[config.mk]
export PLATFORM = sky130hd
export DESIGN_NAME = nec_uart_reporter_flat
export DESIGN_NICKNAME = d
export VERILOG_FILES = /design/src/rtl/nec_uart_reporter_if.sv /design/src/rtl/nec_uart_reporter.sv /design/src/flat_wrapper.sv
export SDC_FILE = /design/constraint.sdc
export NUM_CORES = 1
export LEC_CHECK = 0
export CAP_MARGIN = 20
export CORE_ASPECT_RATIO = 1.75
export CORE_UTILIZATION = 50
export CTS_CLUSTER_SIZE = 12
export DETAILED_ROUTE_END_ITERATION = 8
export PLACE_DENSITY = 0.73
export SETUP_SLACK_MARGIN = 0.3
export SLEW_MARGIN = 40
export SYNTH_ARGS = -nofsm -noshare
export SYNTH_HDL_FRONTEND = slang
export SYNTH_SLANG_ARGS = --single-unit
[constraint.sdc]
create_clock -name clk -period 4.3 [get_ports clk]
set_clock_uncertainty 0.2 [all_clocks]
set_input_delay 0.86 -clock clk [delete_from_list [all_inputs] [get_ports clk]]
set_output_delay 0.86 -clock clk [all_outputs]
set_load 0.01 [all_outputs]
[src/rtl/nec_uart_reporter_if.sv]
// Byte-stream handshake between the message sequencer and the UART transmitter.
// The sequencer pulses tx_valid for one cycle with tx_data, then holds tx_data
// until the transmitter answers with a one-cycle tx_done.
interface nec_uart_reporter_if;
  logic       tx_valid;
  logic [7:0] tx_data;
  logic       tx_done;

  modport master (output tx_valid, output tx_data, input tx_done);
  modport slave  (input tx_valid, input tx_data, output tx_done);
endinterface

[src/rtl/nec_uart_reporter.sv]
// Turns decoded NEC events into short ASCII messages and feeds them, one byte
// at a time, to the UART transmitter. Frames and repeat codes each have a
// one-deep pending slot; a pending frame is always served before a repeat.
module nec_uart_reporter #(
  parameter bit HEX_UPPER = 1'b1,
  parameter bit SEND_CRLF = 1'b1
) (
  input  logic                       clk,
  input  logic                       rst,
  input  logic                       frame_valid,
  input  logic [31:0]                frame_data,
  input  logic                       repeat_valid,
  input  logic                       clr_ovf,
  nec_uart_reporter_if.master        tx,
  output logic                       busy,
  output logic                       overflow,
  output logic [7:0]                 msg_count
);

  typedef enum logic [2:0] {IDLE, LOAD, SEND, WAIT, DONE} state_t;
  typedef enum logic [1:0] {K_REP, K_OK, K_ERR} kind_t;

  state_t      state;
  logic        pend_f;
  logic        pend_r;
  logic [31:0] frame_q;
  logic [31:0] word_q;
  logic        sel_frame;
  logic [3:0]  idx;
  logic [3:0]  len;
  kind_t       kind;
  logic [3:0]  body_len;
  logic        consume_f;
  logic        consume_r;
  logic        overwrite;

  // ASCII hex digit for one nibble; letter case chosen at elaboration.
  function automatic logic [7:0] hex_char(input logic [3:0] n);
    logic [7:0] base;
    base = HEX_UPPER ? 8'h41 : 8'h61;
    if (n < 4'd10) hex_char = 8'h30 + {4'h0, n};
    else           hex_char = base + {4'h0, n - 4'd10};
  endfunction

  // Byte i of the message for kind k built from word w. Positions past the
  // body are the CR/LF terminator (only reached when SEND_CRLF is set).
  function automatic logic [7:0] msg_byte(input kind_t k, input logic [31:0] w,
                                          input logic [3:0] i);
    logic [3:0]  body;
    logic [3:0]  nib;
    logic [31:0] sh;
    body = (k == K_REP) ? 4'd1 : ((k == K_OK) ? 4'd5 : 4'd9);
    nib  = 4'h0;
    sh   = w << {i - 4'd1, 2'b00};
    if (i == 4'd0) begin
      msg_byte = (k == K_REP) ? 8'h52 : ((k == K_OK) ? 8'h46 : 8'h45);
    end else if (i < body) begin
      if (k == K_OK) begin
        case (i)
          4'd1:    nib = w[31:28];
          4'd2:    nib = w[27:24];
          4'd3:    nib = w[15:12];
          default: nib = w[11:8];
        endcase
      end else begin
        nib = sh[31:28];
      end
      msg_byte = hex_char(nib);
    end else begin
      msg_byte = (i == body) ? 8'h0D : 8'h0A;
    end
  endfunction

  // Message kind and body length follow from the word selected in IDLE.
  always_comb begin
    kind = K_REP;
    if (sel_frame) begin
      if (((word_q[31:24] ^ word_q[23:16]) == 8'hFF) &&
          ((word_q[15:8] ^ word_q[7:0]) == 8'hFF))
        kind = K_OK;
      else
        kind = K_ERR;
    end
    case (kind)
      K_OK:    body_len = 4'd5;
      K_ERR:   body_len = 4'd9;
      default: body_len = 4'd1;
    endcase
  end

  assign consume_f = (state == IDLE) && pend_f;
  assign consume_r = (state == IDLE) && !pend_f && pend_r;
  // A strobe landing on a slot that is not being drained this cycle loses data.
  assign overwrite = (frame_valid && pend_f && !consume_f) ||
                     (repeat_valid && pend_r && !consume_r);

  // Frame slot payload; always holds the most recent strobe's data.
  always_ff @(posedge clk) begin
    if (frame_valid) frame_q <= frame_data;
  end

  // Pending slots, overflow flag and the message sequencer.
  always_ff @(posedge clk) begin
    if (!rst) begin
      state       <= IDLE;
      pend_f      <= 1'b0;
      pend_r      <= 1'b0;
      sel_frame   <= 1'b0;
      tx.tx_valid <= 1'b0;
      tx.tx_data  <= 8'h00;
      busy        <= 1'b0;
      overflow    <= 1'b0;
      msg_count   <= 8'h00;
    end else begin
      tx.tx_valid <= 1'b0;

      if (frame_valid)    pend_f <= 1'b1;
      else if (consume_f) pend_f <= 1'b0;

      if (repeat_valid)   pend_r <= 1'b1;
      else if (consume_r) pend_r <= 1'b0;

      if (overwrite)      overflow <= 1'b1;
      else if (clr_ovf)   overflow <= 1'b0;

      case (state)
        IDLE: begin
          if (consume_f) begin
            sel_frame <= 1'b1;
            word_q    <= frame_q;
            state     <= LOAD;
          end else if (consume_r) begin
            sel_frame <= 1'b0;
            state     <= LOAD;
          end
        end
        LOAD: begin
          len         <= body_len + (SEND_CRLF ? 4'd2 : 4'd0);
          idx         <= 4'd0;
          busy        <= 1'b1;
          tx.tx_valid <= 1'b1;
          tx.tx_data  <= msg_byte(kind, word_q, 4'd0);
          state       <= SEND;
        end
        SEND: begin
          state <= WAIT;
        end
        WAIT: begin
          if (tx.tx_done) begin
            if (idx == len - 4'd1) begin
              state <= DONE;
            end else begin
              idx         <= idx + 4'd1;
              tx.tx_valid <= 1'b1;
              tx.tx_data  <= msg_byte(kind, word_q, idx + 4'd1);
              state       <= SEND;
            end
          end
        end
        DONE: begin
          msg_count <= msg_count + 8'd1;
          busy      <= 1'b0;
          state     <= IDLE;
        end
        default: state <= IDLE;
      endcase
    end
  end

endmodule

[src/flat_wrapper.sv]
// flat-port wrapper written by rule: the top's interface ports become plain ports
module nec_uart_reporter_flat 
#(
  parameter bit HEX_UPPER = 1'b1,
  parameter bit SEND_CRLF = 1'b1
)
  (clk, rst, frame_valid, frame_data, repeat_valid, clr_ovf, busy, overflow, msg_count, tx_tx_valid, tx_tx_data, tx_tx_done);
  nec_uart_reporter_if tx_i ();
  input  logic clk;
  input  logic rst;
  input  logic frame_valid;
  input  logic [31:0] frame_data;
  input  logic repeat_valid;
  input  logic clr_ovf;
  output logic busy;
  output logic overflow;
  output logic [7:0] msg_count;
  output wire logic [$bits(tx_i.tx_valid)-1:0] tx_tx_valid;
  output wire logic [$bits(tx_i.tx_data)-1:0] tx_tx_data;
  input wire logic [$bits(tx_i.tx_done)-1:0] tx_tx_done;
  assign tx_tx_valid = tx_i.tx_valid;
  assign tx_tx_data = tx_i.tx_data;
  assign tx_i.tx_done = tx_tx_done;
  nec_uart_reporter #(.HEX_UPPER(HEX_UPPER), .SEND_CRLF(SEND_CRLF)) u_core (.clk(clk), .rst(rst), .frame_valid(frame_valid), .frame_data(frame_data), .repeat_valid(repeat_valid), .clr_ovf(clr_ovf), .tx(tx_i), .busy(busy), .overflow(overflow), .msg_count(msg_count));
endmodule
==> summary.txt <==
Die
  – Die X: 72.3 um
  – Rows: 44
  – Num ports: 57
  – Die height: 125 um
  – Effective utilization at floorplan: 0.520
  – Die Outline Area: 9040 um2
  – Total core area: 8310 um2

Final layout
  – Antenna fix cells: 0
  – Area of all placed cells without fillers: 5290 um2
  – Synth-to-Final Area Change: 22.4%
  – Layout filler cell count: 638
  – Layout cells sized above 1: 0.107
  – Non-filler instance count after layout: 508
  – Post-layout nets: 437
  – Core Util, Final: 0.637

Synth
  – Number of synthesized register bits: 94
  – Post-Synthesis Net Count: 378
  – Top FF cell, synth: sky130_fd_sc_hd__edfxtp_1
  – Avg Inst Size Synth: 13.1 um2
  – Post-synth EDFFs: 70
  – Count of different cell masters after synthesis: 67
  – Share of the yosys chip area belonging to registers: 0.597
  – Post-synth design cell area: 4320 um2
  – Post-synth ARST share: 0
  – Cells after Synth: 329
  – YS warnings: 0

GRT
  – Overall overflow remaining after global route: 0
  – Number of antenna violations at the first check in global routing: 0
  – All-Layer GR Usage: 0.188
  – Largest net degree at the start of global routing: 35
  – Wire length of the first global-routing pass: 12.6 mm
  – Vias in the first global route: 2700

Routing
  – Via count of the routed design: 2763
  – DRT antenna net count: 0
  – Avg Vias per Cell: 5.44
  – Initial DRC Count: 178
  – Routed length per placed instance: 15.4 um
  – # DRC: 0
  – Final Routed Wirelength: 7.81 mm
  – 1st-pass router iterations: 7

Run status
  – Run status: finished clean

CTS
  – Sink Count: 94
  – CTS tree: done
  – Number of buffers created by CTS: 9
  – Clock insertion delay at the later pin of the skew report: 0.35 ns
  – Cell chosen for the clock root: sky130_fd_sc_hd__clkbuf_16
  – Clock transition at the registers of the reported paths: 0.07 ns
  – Number of buffers inserted for hold repair after clock tree synthesis: 0
  – H-tree levels: 3
  – Longest Clk Path Bufs: 2

Worst setup path
  – CP Capture Type: flip-flop
  – Data arrival time at the worst-slack endpoint: 3.65 ns
  – Startpoint-to-endpoint class of the critical path: reg -> reg
  – Critical Path Start Type: flip-flop
  – Worst-path fanout max: 7
  – Data required, critical path: 4.34 ns

Pwr
  – Standby leakage power: 1.91 nW
  – Total power consumption of the routed design: 2.12 mW
  – Total power density per cell area: 400 nW/um2
  – Peak supply drop: 0.000354 V

STA
  – Pin slew with the least headroom to its limit: 0.707 ns
  – Final worst path period need: 3.61 ns
  – Final slew viol count: 0
  – Final Setup Violations: 0
  – RSZ-0062 raised after global routing: false
  – Hold violation count in the final report: 0
  – Total Negative Setup Slacks: 0 ns
  – Period utilization: 0.839
  – Highest achievable clock rate: 277 MHz
  – Final worst slack: 0.691 ns
  – Worst slew margin relative to its limit: 0.525
  – Worst Hold Slack: 0.211 ns

Flow run
  – Maximum Capacitance Violations: 0

Min path
  – Class of the tightest hold or removal check: reg -> reg

Placement
  – Cell Count Post-Placement: 489
  – Area post-placement: 4960 um2
  – Place WS: 0.574 ns
  – Total of buffers placed on input and output ports: 55
  – Routability cong.: 0.963
  – Dpl hpwl: 5.83 mm
## metal layers
metal / wire [um] / vias up / track usage
met5: 0 / - / 0
met1: 2830 / 1318 / 0.183
met2: 4420 / 80 / 0.345
met3: 241 / 20 / 0.0363
met4: 312 / 0 / 0.127
li1: - / 1345 / -
## timing repair
| item | in CTS | in global routing |
|---|---|---|
| resized for setup | 0 | 0 |
| hold endpoints to repair | 0 | 0 |
| buffers inserted | 0 | 3 |
| endpoints found under the setup margin | 0 | 1 |
## placed cells by master (no fill, tap or decap), types with 10 or more instances in the layout
cell / synthesis / routed
sky130_fd_sc_hd__ha_1: 11 / 11
sky130_fd_sc_hd__edfxtp_1: 70 / 70
sky130_fd_sc_hd__inv_1: 16 / 16
sky130_fd_sc_hd__nand2_1: 20 / 20
sky130_fd_sc_hd__clkdlybuf4s50_1: 0 / 55
sky130_fd_sc_hd__xnor2_1: 24 / 24
sky130_fd_sc_hd__nor2_1: 10 / 10
sky130_fd_sc_hd__dfxtp_1: 24 / 24
sky130_fd_sc_hd__o21ai_0: 10 / 10
## synthesized netlist by cell type (2+ instances only)
master	instances	share of area
sky130_fd_sc_hd__edfxtp_1	70	0.49
sky130_fd_sc_hd__dfxtp_1	24	0.11
sky130_fd_sc_hd__xnor2_1	24	0.049
sky130_fd_sc_hd__nand2_1	20	0.017
sky130_fd_sc_hd__inv_1	16	0.014
sky130_fd_sc_hd__ha_1	11	0.032
sky130_fd_sc_hd__nor2_1	10	0.0087
sky130_fd_sc_hd__o21ai_0	10	0.012
sky130_fd_sc_hd__a21oi_1	9	0.010
sky130_fd_sc_hd__and2_1	9	0.013
sky130_fd_sc_hd__nor2b_1	8	0.012
sky130_fd_sc_hd__clkbuf_1	7	0.0061
sky130_fd_sc_hd__nand3_1	7	0.0081
sky130_fd_sc_hd__o21a_1	7	0.012
sky130_fd_sc_hd__and3_1	6	0.0087
sky130_fd_sc_hd__mux2i_1	5	0.012
sky130_fd_sc_hd__mux4_2	4	0.021
sky130_fd_sc_hd__nand2b_1	4	0.0058
sky130_fd_sc_hd__nand4_1	4	0.0058
sky130_fd_sc_hd__o311ai_0	4	0.0081
sky130_fd_sc_hd__xor2_1	4	0.0081
sky130_fd_sc_hd__a21boi_0	3	0.0052
sky130_fd_sc_hd__a22o_1	3	0.0061
sky130_fd_sc_hd__a32o_1	3	0.0069
sky130_fd_sc_hd__buf_4	3	0.0052
sky130_fd_sc_hd__o22ai_1	3	0.0043
sky130_fd_sc_hd__a222oi_1	2	0.0046
sky130_fd_sc_hd__a22oi_1	2	0.0035
sky130_fd_sc_hd__a31oi_1	2	0.0029
sky130_fd_sc_hd__buf_6	2	0.0052
sky130_fd_sc_hd__nor3_1	2	0.0023
sky130_fd_sc_hd__nor4_1	2	0.0029
sky130_fd_sc_hd__nor4_2	2	0.0058
sky130_fd_sc_hd__o21ai_1	2	0.0023
sky130_fd_sc_hd__or2_1	2	0.0029
sky130_fd_sc_hd__or2_2	2	0.0029
## registers in the layout (all words and copies together), names as in the netlist
name	count
u_core.frame_q	32
u_core.word_q	32
u_core.msg_count	8
u_core.tx.tx_data	7
u_core.idx	4
u_core.state	3
u_core.len	2
u_core.busy	1
u_core.overflow	1
u_core.pend_f	1
u_core.pend_r	1
u_core.sel_frame	1
u_core.tx.tx_valid	1
## power breakdown
part / internal, mW / switching, mW
sequential: 1.04 / 0.0317
combinational: 0.121 / 0.121
clock: 0.458 / 0.347
## path summary, 6_finish.rpt
kind	slack, ns	from	cells past startpoint	end
setup / recovery	0.69	u_core.word_q[8]	9	u_core.tx.tx_data[1]
hold reg to reg	0.21	u_core.frame_q[26]	0	u_core.word_q[26]
setup reg to reg	0.69	u_core.word_q[8]	9	u_core.tx.tx_data[1]
hold / removal	0.21	u_core.frame_q[26]	0	u_core.word_q[26]
## layout make-up
class,instances,area (um2),share of cell area
Sequential cell,94,2580,0.488
Inverter,16,60.1,0.0114
Clock inverter,7,80.1,0.0151
Timing Repair Buffer,61,596,0.113
Tap cell,115,144,0.0272
Clock buffer,9,225,0.0426
Multi-Input combinational cell,206,1600,0.303
## cells by family (layout without fill, tap and decap cells)
| logic type | after synthesis | count (layout) | share of synthesized area |
|---|---|---|---|
| compound gates | 66 | 66 | 0.120 |
| xor+xnor | 28 | 28 | 0.0567 |
| fa+ha+maj | 11 | 11 | 0.0318 |
| buf+inv | 29 | 93 | 0.0315 |
| flops | 94 | 94 | 0.597 |
| mux | 11 | 11 | 0.0411 |
| other cells | 1 | 1 | 0.000867 |
| simple gates | 89 | 89 | 0.120 |
## critical path: stages (launching register included)
cell and delay (ns):
sky130_fd_sc_hd__edfxtp_1 0.44, sky130_fd_sc_hd__xnor2_1 0.16, sky130_fd_sc_hd__nor4_1 0.63, sky130_fd_sc_hd__nand4_2 0.32, sky130_fd_sc_hd__or2_1 0.40, sky130_fd_sc_hd__ha_1 0.33, sky130_fd_sc_hd__a21o_1 0.17, sky130_fd_sc_hd__a21oi_1 0.40
sky130_fd_sc_hd__o221ai_1 0.22, sky130_fd_sc_hd__a32o_1 0.25
(Power assumes the default switching activity.)
